[config.mk]
export PLATFORM = sky130hd
export DESIGN_NAME = fpu_64_divider
export DESIGN_NICKNAME = d
export VERILOG_FILES = /design/src/rtl/fpu_64_divider.sv
export SDC_FILE = /design/constraint.sdc
export NUM_CORES = 1
export LEC_CHECK = 0
export BUFFER_PORTS_ARGS = -buffer_cell sky130_fd_sc_hd__buf_2
export CAP_MARGIN = 20
export CORE_UTILIZATION = 30
export DETAILED_ROUTE_END_ITERATION = 6
export HOLD_SLACK_MARGIN = 0.1
export PLACE_DENSITY_LB_ADDON = 0.05
export SETUP_SLACK_MARGIN = 0.1
export SLEW_MARGIN = 30
export SYNTH_ARGS = -nofsm -noshare
export SYNTH_HDL_FRONTEND = slang
export SYNTH_SLANG_ARGS = --single-unit
[constraint.sdc]
create_clock -name clk -period 11.2 [get_ports clk]
set_input_delay 2.24 -clock clk [delete_from_list [all_inputs] [get_ports clk]]
set_output_delay 2.24 -clock clk [all_outputs]
set_load 0.005 [all_outputs]
[src/rtl/fpu_64_divider.sv]
// fpu_64_divider: IEEE-754 binary64 divider, restoring radix-2, fixed 57-cycle start-to-done latency.
// Ports: clk, rst (sync, active-high); X dividend, Y divisor, start request;
// res quotient, overflow_flag, underflow_flag, div_by_zero_flag, busy, done (all registered).
// Build option: define FPU64_DIV_ROUND_EN for round-to-nearest-even, otherwise truncation.
module fpu_64_divider (
  input  logic        clk,
  input  logic        rst,
  input  logic [63:0] X,
  input  logic [63:0] Y,
  input  logic        start,
  output logic [63:0] res,
  output logic        overflow_flag,
  output logic        underflow_flag,
  output logic        div_by_zero_flag,
  output logic        busy,
  output logic        done
);
  typedef enum logic [1:0] {IDLE, DIVIDE, NORMALIZE, DONE} state_t;
  state_t             r_state;
  logic        [5:0]  r_cnt;
  logic               r_sign;
  logic               r_xz;
  logic               r_yz;
  logic signed [12:0] r_exp;
  logic        [53:0] r_my;
  logic        [53:0] r_rem;
  logic        [54:0] r_q;
  logic               w_ge;
  logic        [53:0] w_sub;
  logic               w_hi;
  logic        [51:0] w_mant;
  logic signed [12:0] w_e0;
  logic        [51:0] w_mf;
  logic signed [12:0] w_ef;
  logic               w_ov;
  logic               w_un;
  logic        [63:0] w_res;
  // exponent kept one bit wider than the field difference so huge quotients cannot wrap
  always_comb begin
    w_ge   = r_rem >= r_my;
    w_sub  = w_ge ? r_rem - r_my : r_rem;
    w_hi   = r_q[54];
    w_mant = w_hi ? r_q[53:2] : r_q[52:1];
    w_e0   = w_hi ? r_exp : r_exp - 13'sd1;
  end
`ifdef FPU64_DIV_ROUND_EN
  logic        w_g;
  logic        w_s;
  logic [52:0] w_sum;
  always_comb begin
    w_g   = w_hi ? r_q[1] : r_q[0];
    w_s   = (w_hi & r_q[0]) | (|r_rem);
    w_sum = {1'b0, w_mant} + {52'd0, w_g & (w_s | w_mant[0])};
    w_mf  = w_sum[51:0];
    w_ef  = w_e0 + $signed({12'd0, w_sum[52]});
  end
`else
  logic w_unused;
  always_comb begin
    w_unused = r_q[0];
    w_mf     = w_mant;
    w_ef     = w_e0;
  end
`endif
  always_comb begin
    w_ov  = w_ef >= 13'sd2047;
    w_un  = w_ef <= 13'sd0;
    w_res = r_yz ? (r_xz ? 64'h7FF8000000000000 : {r_sign, 11'h7FF, 52'd0}) :
            r_xz ? 64'd0 :
            w_ov ? {r_sign, 11'h7FF, 52'd0} :
            w_un ? {r_sign, 63'd0} :
            {r_sign, w_ef[10:0], w_mf};
  end
  always_ff @(posedge clk) begin
    if (rst) begin
      r_state          <= IDLE;
      r_cnt            <= '0;
      res              <= '0;
      overflow_flag    <= 1'b0;
      underflow_flag   <= 1'b0;
      div_by_zero_flag <= 1'b0;
      busy             <= 1'b0;
      done             <= 1'b0;
    end else begin
      done <= 1'b0;
      case (r_state)
        IDLE: if (start) begin
          r_state <= DIVIDE;
          busy    <= 1'b1;
          r_cnt   <= '0;
          r_sign  <= X[63] ^ Y[63];
          r_xz    <= ~|X[62:52];
          r_yz    <= ~|Y[62:52];
          r_exp   <= $signed({2'b0, X[62:52]}) - $signed({2'b0, Y[62:52]}) + 13'sd1023;
          r_rem   <= {1'b0, |X[62:52], X[51:0]};
          r_my    <= {1'b0, |Y[62:52], Y[51:0]};
          r_q     <= '0;
        end
        DIVIDE: begin
          r_rem <= {w_sub[52:0], 1'b0};
          r_q   <= {r_q[53:0], w_ge};
          r_cnt <= r_cnt + 6'd1;
          if (r_cnt == 6'd54) r_state <= NORMALIZE;
        end
        NORMALIZE: begin
          r_state          <= DONE;
          res              <= w_res;
          div_by_zero_flag <= r_yz;
          overflow_flag    <= ~r_xz & ~r_yz & w_ov;
          underflow_flag   <= ~r_xz & ~r_yz & ~w_ov & w_un;
        end
        default: begin
          r_state <= IDLE;
          busy    <= 1'b0;
          done    <= 1'b1;
        end
      endcase
    end
  end
endmodule
==> summary.json, run 1 <==
{
  "routing": {
    "route.detailed.vias_per_inst": 4.859,
    "wire_per_inst_um": 16.83,
    "met2WireLength_um": 19160,
    "highest-signal-layer": "met5",
    "drt-initial-drc-count": 626,
    "drtAntennaViolNets": 0,
    "wl_met3_um": 1267,
    "first_pass_iters": 5,
    "vias": 11630,
    "detail_route.wirelength.met1_um": 18820,
    "post_route_drc": 0,
    "wirelength_um": 40280
  },
  "critical_path": {
    "worst_setup_path_end_kind": "flop",
    "arrival_ns": 4.97,
    "critical_path_class": "input port to flop",
    "critical-path-slowest-cell": "or4b_1",
    "setup.worst_path.start_class": "input port",
    "timing.critical_path.mode_cell": "inv_1",
    "critical_path_peak_fanout": 3,
    "worst-endpoint-required_ns": 11.53,
    "path_cells": "buf_2 > inv_1 > ha_1 > inv_1 > fa_1 > a21o_1 > a21oi_1 > xnor2_1 > or2_2 > a211oi_2 > o21ai_1 > or4b_1 > xor2_1",
    "worst_path_largest_cell_delay_ns": 0.56
  },
  "place": {
    "buffer_ports.inserted": 199,
    "place.gp.congestion": 0.7830,
    "post-dp-hpwl_um": 28980,
    "placed_cell_area_um2": 16450,
    "detailedPlace.worstSlack_ns": 5.963
  },
  "power_and_ir_drop": {
    "irDropWorstVdd_uv": 113.9,
    "power_leakage_uw": 0.007125,
    "power_density_nw_per_um2": 221.3,
    "post-layout-total-power_uw": 3846
  },
  "global_routing": {
    "antenna_found_initial": 3,
    "grt_start_max_net_pins": 90,
    "grt.overflow.total": 0,
    "grt_first_pass_wirelength_um": 64750,
    "grtUsageTotal_pct": 16.02,
    "first_global_vias": 11790
  },
  "clock_network": {
    "clk_path_buf_depth": 3,
    "clock_sinks": 255,
    "cts_htree_levels": 1,
    "cts_repair_resize_count": 0,
    "insertion_delay_ns": 0.60,
    "tritoncts.num_buffers": 31,
    "post_cts_buffers": 0,
    "clk_pin_slew_worst_paths_ns": 0.06,
    "cts_root_buffer": "clkbuf_16",
    "tritoncts": "built",
    "post_cts_hold_buffer_count": 0
  },
  "synth": {
    "postSynth.topFlopCell": "edfxtp_1",
    "synth_area_per_cell_um2": 9.574,
    "postSynthCellCount": 1547,
    "synth-edff-count": 178,
    "muxShareOfSynthArea_pct": 4.123,
    "synth_simple_gate_area_share_pct": 18.34,
    "yosys_warnings": 0,
    "syn_area_um2": 14810,
    "seq_area_frac_synth_pct": 46.50,
    "yosysUniqueCellTypes": 85,
    "postSynth.asyncResetShare_pct": 0,
    "synth_xor_area_share_pct": 4.199,
    "yosys.area_share.adder_pct": 6.353,
    "synth-compound-area-share_pct": 15.74,
    "yosys_register_bits": 255,
    "synth_top_family_by_area": "simple AND/OR/NAND/NOR gates",
    "mappedNetlistNets": 1752
  },
  "finish": {
    "final_cell_mix": "buf_2, nand2_1, edfxtp_1, nor2_1, o21ai_0",
    "final_core_utilization_pct": 35.58,
    "antenna-diode-count": 0,
    "area.growth.synth_to_final_pct": 17.34,
    "ff_latch_area_um2": 6887,
    "finalNetCount": 1912,
    "layout_commonest_cell": "buf_2",
    "num-fill-cells": 5134,
    "layout-drive-gt1-share_pct": 16.36,
    "finish.instance_area_um2": 17380,
    "area_of_the_multi_input_gates_um2": 7261
  },
  "timing": {
    "finalClockSkew_ns": 0.02888,
    "fin_ws_ns": 6.560,
    "timing_max_transition_violations_final": 0,
    "finalCritPeriodShare_pct": 41.43,
    "hold_viol": 0,
    "min_period_ns": 4.640,
    "worst_slew_margin_rel_pct": 36.53,
    "grt_setup_unrepaired": "false",
    "setup_viol": 0,
    "tns_ns": 0,
    "fmaxAchievable_mhz": 215.5,
    "worst-slew-pin-transition_ns": 0.9521
  },
  "die": {
    "ios": 200,
    "coreArea_um2": 48850,
    "initial_util_pct": 30.32,
    "num_rows": 81,
    "die_width_um": 224.2,
    "die-area_um2": 50260,
    "die_h_um": 224.2
  },
  "worst_hold_path": {
    "hold_path_class": "flop to flop"
  },
  "flow_run": {
    "max-cap-violations": 0
  },
  "status": {
    "result_of_the_run": "complete, no violations"
  }
}
[state kept, by name (all words and copies together), names as in the netlist]
| signal | flops |
|---|---|
| busy | 1 |
| div_by_zero_flag | 1 |
| done | 1 |
| overflow_flag | 1 |
| r_cnt | 6 |
| r_exp | 13 |
| r_my | 53 |
| r_q | 55 |
| r_rem | 54 |
| r_sign | 1 |
| r_state | 2 |
| r_xz | 1 |
| r_yz | 1 |
| res | 64 |
| underflow_flag | 1 |
[cell usage after synthesis (16+ instances only)]
library cell,count,area [um2]
nand2_1,186,698.2
edfxtp_1,178,5345
nor2_1,102,382.9
o21ai_0,97,485.5
inv_1,90,337.8
a21oi_1,87,435.4
dfxtp_1,77,1541
ha_1,72,900.9
mux2i_1,61,610.6
and2_1,59,369.1
clkbuf_1,52,195.2
a31oi_1,51,319.1
nand3_1,40,200.2
xnor2_1,38,332.8
xor2_1,33,289.0
a21o_1,31,232.7
nor3_1,25,125.1
buf_2,22,110.1
nand2b_1,21,131.4
nor4_1,18,112.6
nor2b_1,17,106.4
nand4_1,16,100.1
[area by class of cell]
| cell class | instances | share of cell area [%] |
|---|---|---|
| sequential | 255 | 39.63 |
| clock buffer | 45 | 4.824 |
| timing repair buffer | 211 | 6.523 |
| tap | 664 | 4.780 |
| multi-input combinational | 1118 | 41.78 |
| inverter | 90 | 1.944 |
| clock inverter | 11 | 0.5256 |
[power breakdown]
part           internal [uW]  switching [uW]  leakage (uW)
sequential              1260            96.9       0.00228
combinational            567             979       0.00438
clock                    539             406      0.000457
[worst max-delay path: cells and delay by family]
| kind | cells | cell delay [ns] |
|---|---|---|
| buffers and inverters | 3 | 0.20 |
| AO/OA/AOI/OAI | 4 | 0.78 |
| adder cells (fa/ha/maj) | 2 | 0.55 |
| AND/OR/NAND/NOR | 2 | 0.90 |
| XOR/XNOR | 2 | 0.28 |
[final timing paths]
kind	end	startpoint	slack, ns	cells past startpoint
worst max-delay path	r_exp[10]	X[52]	6.56	13
worst min-delay path	res[32]	res[32]	0.44	2
worst max register to register	r_rem[43]	r_rem[0]	6.85	13
worst min register to register	res[32]	res[32]	0.44	2
[cell families (layout without fill, tap and decap cells)]
kind of cell,after synthesis,count (layout)
AND/OR/NAND/NOR,547,547
AO/OA/AOI/OAI,365,365
flip-flops,255,255
buffers and inverters,174,357
adder cells (fa/ha/maj),74,74
XOR/XNOR,71,71
multiplexers,61,61
[routing by layer]
metal  vias to the layer above  global-route usage (%)
met2                       195                   27.34
met3                        50                   2.282
li1                       5889                       -
met5                         -                       0
met4                         2                   4.235
met1                      5496                   21.12
[metrics by stage]
step	hold WS, ns	std cells
CTS	0.4507	2394
global placement	0.4311	2336
global route	0.4666	2394
finish	0.4436	2394
floorplan	0.4487	1547
detailed placement	0.4373	2338
No activity file was read; power rests on OpenSTA's default activity.
==> run 2, diff against run 1 <==
- ABC_AREA: not set -> 1
- clock period: 11.2 -> 4.3 ns (I/O delays scaled with it)
==> summary.json, run 2 <==
{
  "critical_path": {
    "worstSetupEndpoint": "r_rem[40]",
    "crit_family": "simple AND/OR/NAND/NOR gates",
    "setup.worst_path.start_class": "flop",
    "critical_path.reg2reg.endpoint": "r_rem[40]",
    "worst_setup_path_end_kind": "flop",
    "crit_path_start": "r_rem[10]",
    "critical_path_peak_fanout": {"value": 35, "change": "+32"},
    "worst-endpoint-required": {"value": 4.59, "unit": "ns", "change": "-6.94 ns"},
    "worst_path_largest_cell_delay": {"value": 0.60, "unit": "ns", "change": "+0.04 ns"},
    "critical-path-slowest-cell": "nor4_1",
    "critical_path_class": "flop to flop",
    "r2r_slack": {"value": 0.96, "unit": "ns", "change": "-5.89 ns"},
    "timing.critical_path.mode_cell": "nand2_1",
    "worstReg2RegStart": "r_rem[10]",
    "path_cells": "ha_1 > nand2_1 > nor2_1 > nand2_1 > nor4_1 > nand3_2 > buf_4 > nand3_4 > buf_4 > nand2_1 > o21ai_1 > nand2_1",
    "arrival": {"value": 3.64, "unit": "ns", "change": "-1.33 ns"},
    "reg2regPathDepth": {"value": 12, "change": "-1"},
    "cp.buffers_inverters": {"value": 2, "change": "-1"},
    "crit_cells": {"value": 12, "change": "-1"}
  },
  "synth": {
    "yosys_register_bits": {"value": 255, "change": "unchanged"},
    "synth_area_per_cell": {"value": 7.194, "unit": "um2", "change": "-25%"},
    "postSynthCellCount": {"value": 2317, "change": "+50%"},
    "synth_commonest_cells": "nand2_1, inv_1, nor2_1",
    "synth_most_common_cell": "nand2_1",
    "seq_area_frac_synth": {"value": 41.32, "unit": "%", "change": "-5.2 points"},
    "cell_type_with_the_highest_aggregate_area_in_the_netlist": "edfxtp_1",
    "ys_top_cells_by_area": "edfxtp_1, nand2_1, dfxtp_1, inv_1, nor2_1",
    "synth_top_area_share": {"value": 32.07, "unit": "%", "change": "-4.0 points"},
    "postSynth.asyncResetShare": {"value": 0, "unit": "%", "change": "unchanged"},
    "synth-edff-count": {"value": 178, "change": "unchanged"},
    "syn_area": {"value": 16670, "unit": "um2", "change": "+13%"},
    "yosysUniqueCellTypes": {"value": 48, "change": "-44%"},
    "yosys_warnings": {"value": 0, "change": "unchanged"},
    "mappedNetlistNets": {"value": 2522, "change": "+44%"},
    "postSynth.topFlopCell": "edfxtp_1"
  },
  "place": {
    "buffer_ports.inserted": {"value": 199, "change": "unchanged"},
    "post-dp-hpwl": {"value": 40660, "unit": "um", "change": "+40%"},
    "place.gp.congestion": {"value": 0.9491, "change": "+21%"}
  },
  "global_routing": {
    "grt_first_pass_wirelength": {"value": 85170, "unit": "um", "change": "+32%"},
    "antenna_found_initial": {"value": 0, "change": "-3"},
    "groute.layer.met1.usage": {"value": 28.35, "unit": "%", "change": "+7.2 points"},
    "grt.overflow.total": {"value": 0, "change": "unchanged"},
    "met3_usage": {"value": 3.077, "unit": "%", "change": "+0.80 points"},
    "grtUsageTotal": {"value": 19.18, "unit": "%", "change": "+3.2 points"},
    "grt_start_max_net_pins": {"value": 81, "change": "-10%"},
    "met2_usage": {"value": 29.09, "unit": "%", "change": "+1.7 points"},
    "grt.busiest_layer": "met2",
    "first_global_vias": {"value": 15130, "change": "+28%"}
  },
  "die": {
    "die_width": {"value": 237.7, "unit": "um", "change": "+6.0%"},
    "initial_util": {"value": 30.31, "unit": "%", "change": "about the same"},
    "num_rows": {"value": 86, "change": "+6.2%"},
    "ios": {"value": 200, "change": "unchanged"},
    "die_h": {"value": 237.7, "unit": "um", "change": "+6.0%"},
    "die-area": {"value": 56510, "unit": "um2", "change": "+12%"},
    "coreArea": {"value": 54990, "unit": "um2", "change": "+13%"}
  },
  "clock_network": {
    "clock_sinks": {"value": 255, "change": "unchanged"},
    "cts_repair_resize_count": {"value": 0, "change": "unchanged"},
    "insertion_delay": {"value": 0.56, "unit": "ns", "change": "-0.04 ns"},
    "tritoncts": "built",
    "clk_pin_slew_worst_paths": {"value": 0.06, "unit": "ns", "change": "about the same"},
    "clk_path_buf_depth": {"value": 3, "change": "unchanged"},
    "post_cts_hold_buffer_count": {"value": 0, "change": "unchanged"},
    "cts_root_buffer": "clkbuf_16",
    "tritoncts.num_buffers": {"value": 34, "change": "+9.7%"},
    "cts_htree_levels": {"value": 2, "change": "+1"},
    "post_cts_buffers": {"value": 0, "change": "unchanged"}
  },
  "finish": {
    "layout_commonest_cell": "nand2_1",
    "antenna-diode-count": {"value": 0, "change": "unchanged"},
    "largest_register_ff_count": {"value": 64, "change": "unchanged"},
    "biggestRegsByFlops": "res x64, r_q x55, r_rem x54",
    "finalNetCount": {"value": 2695, "change": "+41%"},
    "final_core_utilization": {"value": 35.63, "unit": "%", "change": "+0.055 points"},
    "final_cell_mix": "nand2_1, inv_1, nor2_1, buf_2, edfxtp_1",
    "layout-drive-gt1-share": {"value": 12.33, "unit": "%", "change": "-4.0 points"},
    "largest-register": "res",
    "area.growth.synth_to_final_pct": 17.54
  },
  "timing": {
    "timing_max_transition_violations_final": {"value": 0, "change": "unchanged"},
    "finalClockSkew": {"value": 0.02383, "unit": "ns", "change": "-0.005045 ns"},
    "setup_viol": {"value": 0, "change": "unchanged"},
    "fmaxAchievable_mhz": 299.1,
    "worst_slew_margin_rel": {"value": 39.55, "unit": "%", "change": "+3.0 points"},
    "grt_setup_unrepaired": "false",
    "tns": {"value": 0, "unit": "ns", "change": "unchanged"},
    "min_period_ns": 3.344,
    "hold_viol": {"value": 0, "change": "unchanged"},
    "finalCritPeriodShare_pct": 77.76,
    "worst-slew-pin-transition": {"value": 0.9068, "unit": "ns", "change": "-0.04527 ns"}
  },
  "power_and_ir_drop": {
    "power_density": {"value": 563.4, "unit": "nW/um2", "change": "+150%"},
    "post-layout-total-power": {"value": 11040, "unit": "uW", "change": "+190%"},
    "irDropWorstVdd": {"value": 252.6, "unit": "uV", "change": "+120%"},
    "power_leakage": {"value": 0.009177, "unit": "uW", "change": "+29%"}
  },
  "routing": {
    "wirelength": {"value": 53670, "unit": "um", "change": "+33%"},
    "route.detailed.vias_per_inst": {"value": 4.697, "change": "-3.3%"},
    "vias": {"value": 15330, "change": "+32%"},
    "drtAntennaViolNets": {"value": 0, "change": "unchanged"},
    "post_route_drc": {"value": 0, "change": "unchanged"},
    "wire_per_inst": {"value": 16.45, "unit": "um", "change": "-2.3%"},
    "drt-initial-drc-count": {"value": 962, "change": "+54%"},
    "first_pass_iters": {"value": 5, "change": "unchanged"}
  },
  "flow_run": {
    "max-cap-violations": {"value": 0, "change": "unchanged"}
  },
  "worst_hold_path": {
    "hold_path_class": "flop to flop"
  },
  "status": {
    "result_of_the_run": "complete, no violations"
  }
}
run 2: cell types whose count changed after synthesis, moves of 61 or more:
cell,delta
inv_1,+254
nor2_1,+202
nand2_1,+428
mux2i_1,-61
a21oi_1,+69
nand3_1,+113
run 2: how the worst min path moves through the flow:
stage	start	endpoint	slack (ns)	cells after the start
final	res[27]	res[27]	0.46	2
after global routing	Y[22]	r_my[22]	0.45	1
after CTS	Y[18]	r_my[18]	0.44	1
after detailed placement	res[17]	res[17]	0.46	2
after global placement	res[22]	res[22]	0.45	2
after floorplan	div_by_zero_flag	div_by_zero_flag	0.46	2
run 2: cell families after synthesis:
kind of cell	after synthesis	synth area share, %
simple gates	1186	30.03
buf+inv	428	10.19
compound gates	326	10.30
flops	255	41.32
fa+ha+maj	74	5.645
xor+xnor	48	2.522
run 2: worst reg2reg max path: stages, from the launching register on:
cell and delay (ns):
edfxtp_1 0.40, ha_1 0.38, nand2_1 0.16, nor2_1 0.20, nand2_1 0.09, nor4_1 0.60, nand3_2 0.11, buf_4 0.29
nand3_4 0.14, buf_4 0.40, nand2_1 0.11, o21ai_1 0.14, nand2_1 0.07
run 2: final cells by class:
type                       instances  area [um2]
fill                            6045       35390
sequential                       255        6887
tap                              748       935.9
clock inverter                    18       256.5
inverter                         347        1304
multi-input combinational       1634        8119
clock buffer                      43       914.6
timing repair buffer             218        1176
run 2: through the flow:
| step | setup WS (ns) | instance area [um2] | hold slack (ns) | cells |
|---|---|---|---|---|
| after floorplan | 0.8173 | 16680 | 0.4575 | 2317 |
| after global placement | 1.150 | 18420 | 0.4530 | 3202 |
| after detailed placement | 1.108 | 18420 | 0.4557 | 3202 |
| after CTS | 1.047 | 19590 | 0.4395 | 3263 |
| after global routing | 0.7608 | 19590 | 0.4502 | 3263 |
| final | 0.9564 | 19590 | 0.4610 | 3263 |
run 2: where the power goes:
part	internal [uW]	switching, uW
Combinational	1410	3170
Clock	1820	1140
Sequential	3260	243
Total	6480	4560
run 2: layer usage:
| metal | wire (um) | share of wire [%] |
|---|---|---|
| met1 | 27060 | 50 |
| met2 | 22750 | 42 |
| met3 | 2943 | 5.5 |
| met4 | 910 | 1.7 |
| met5 | 0 | 0 |
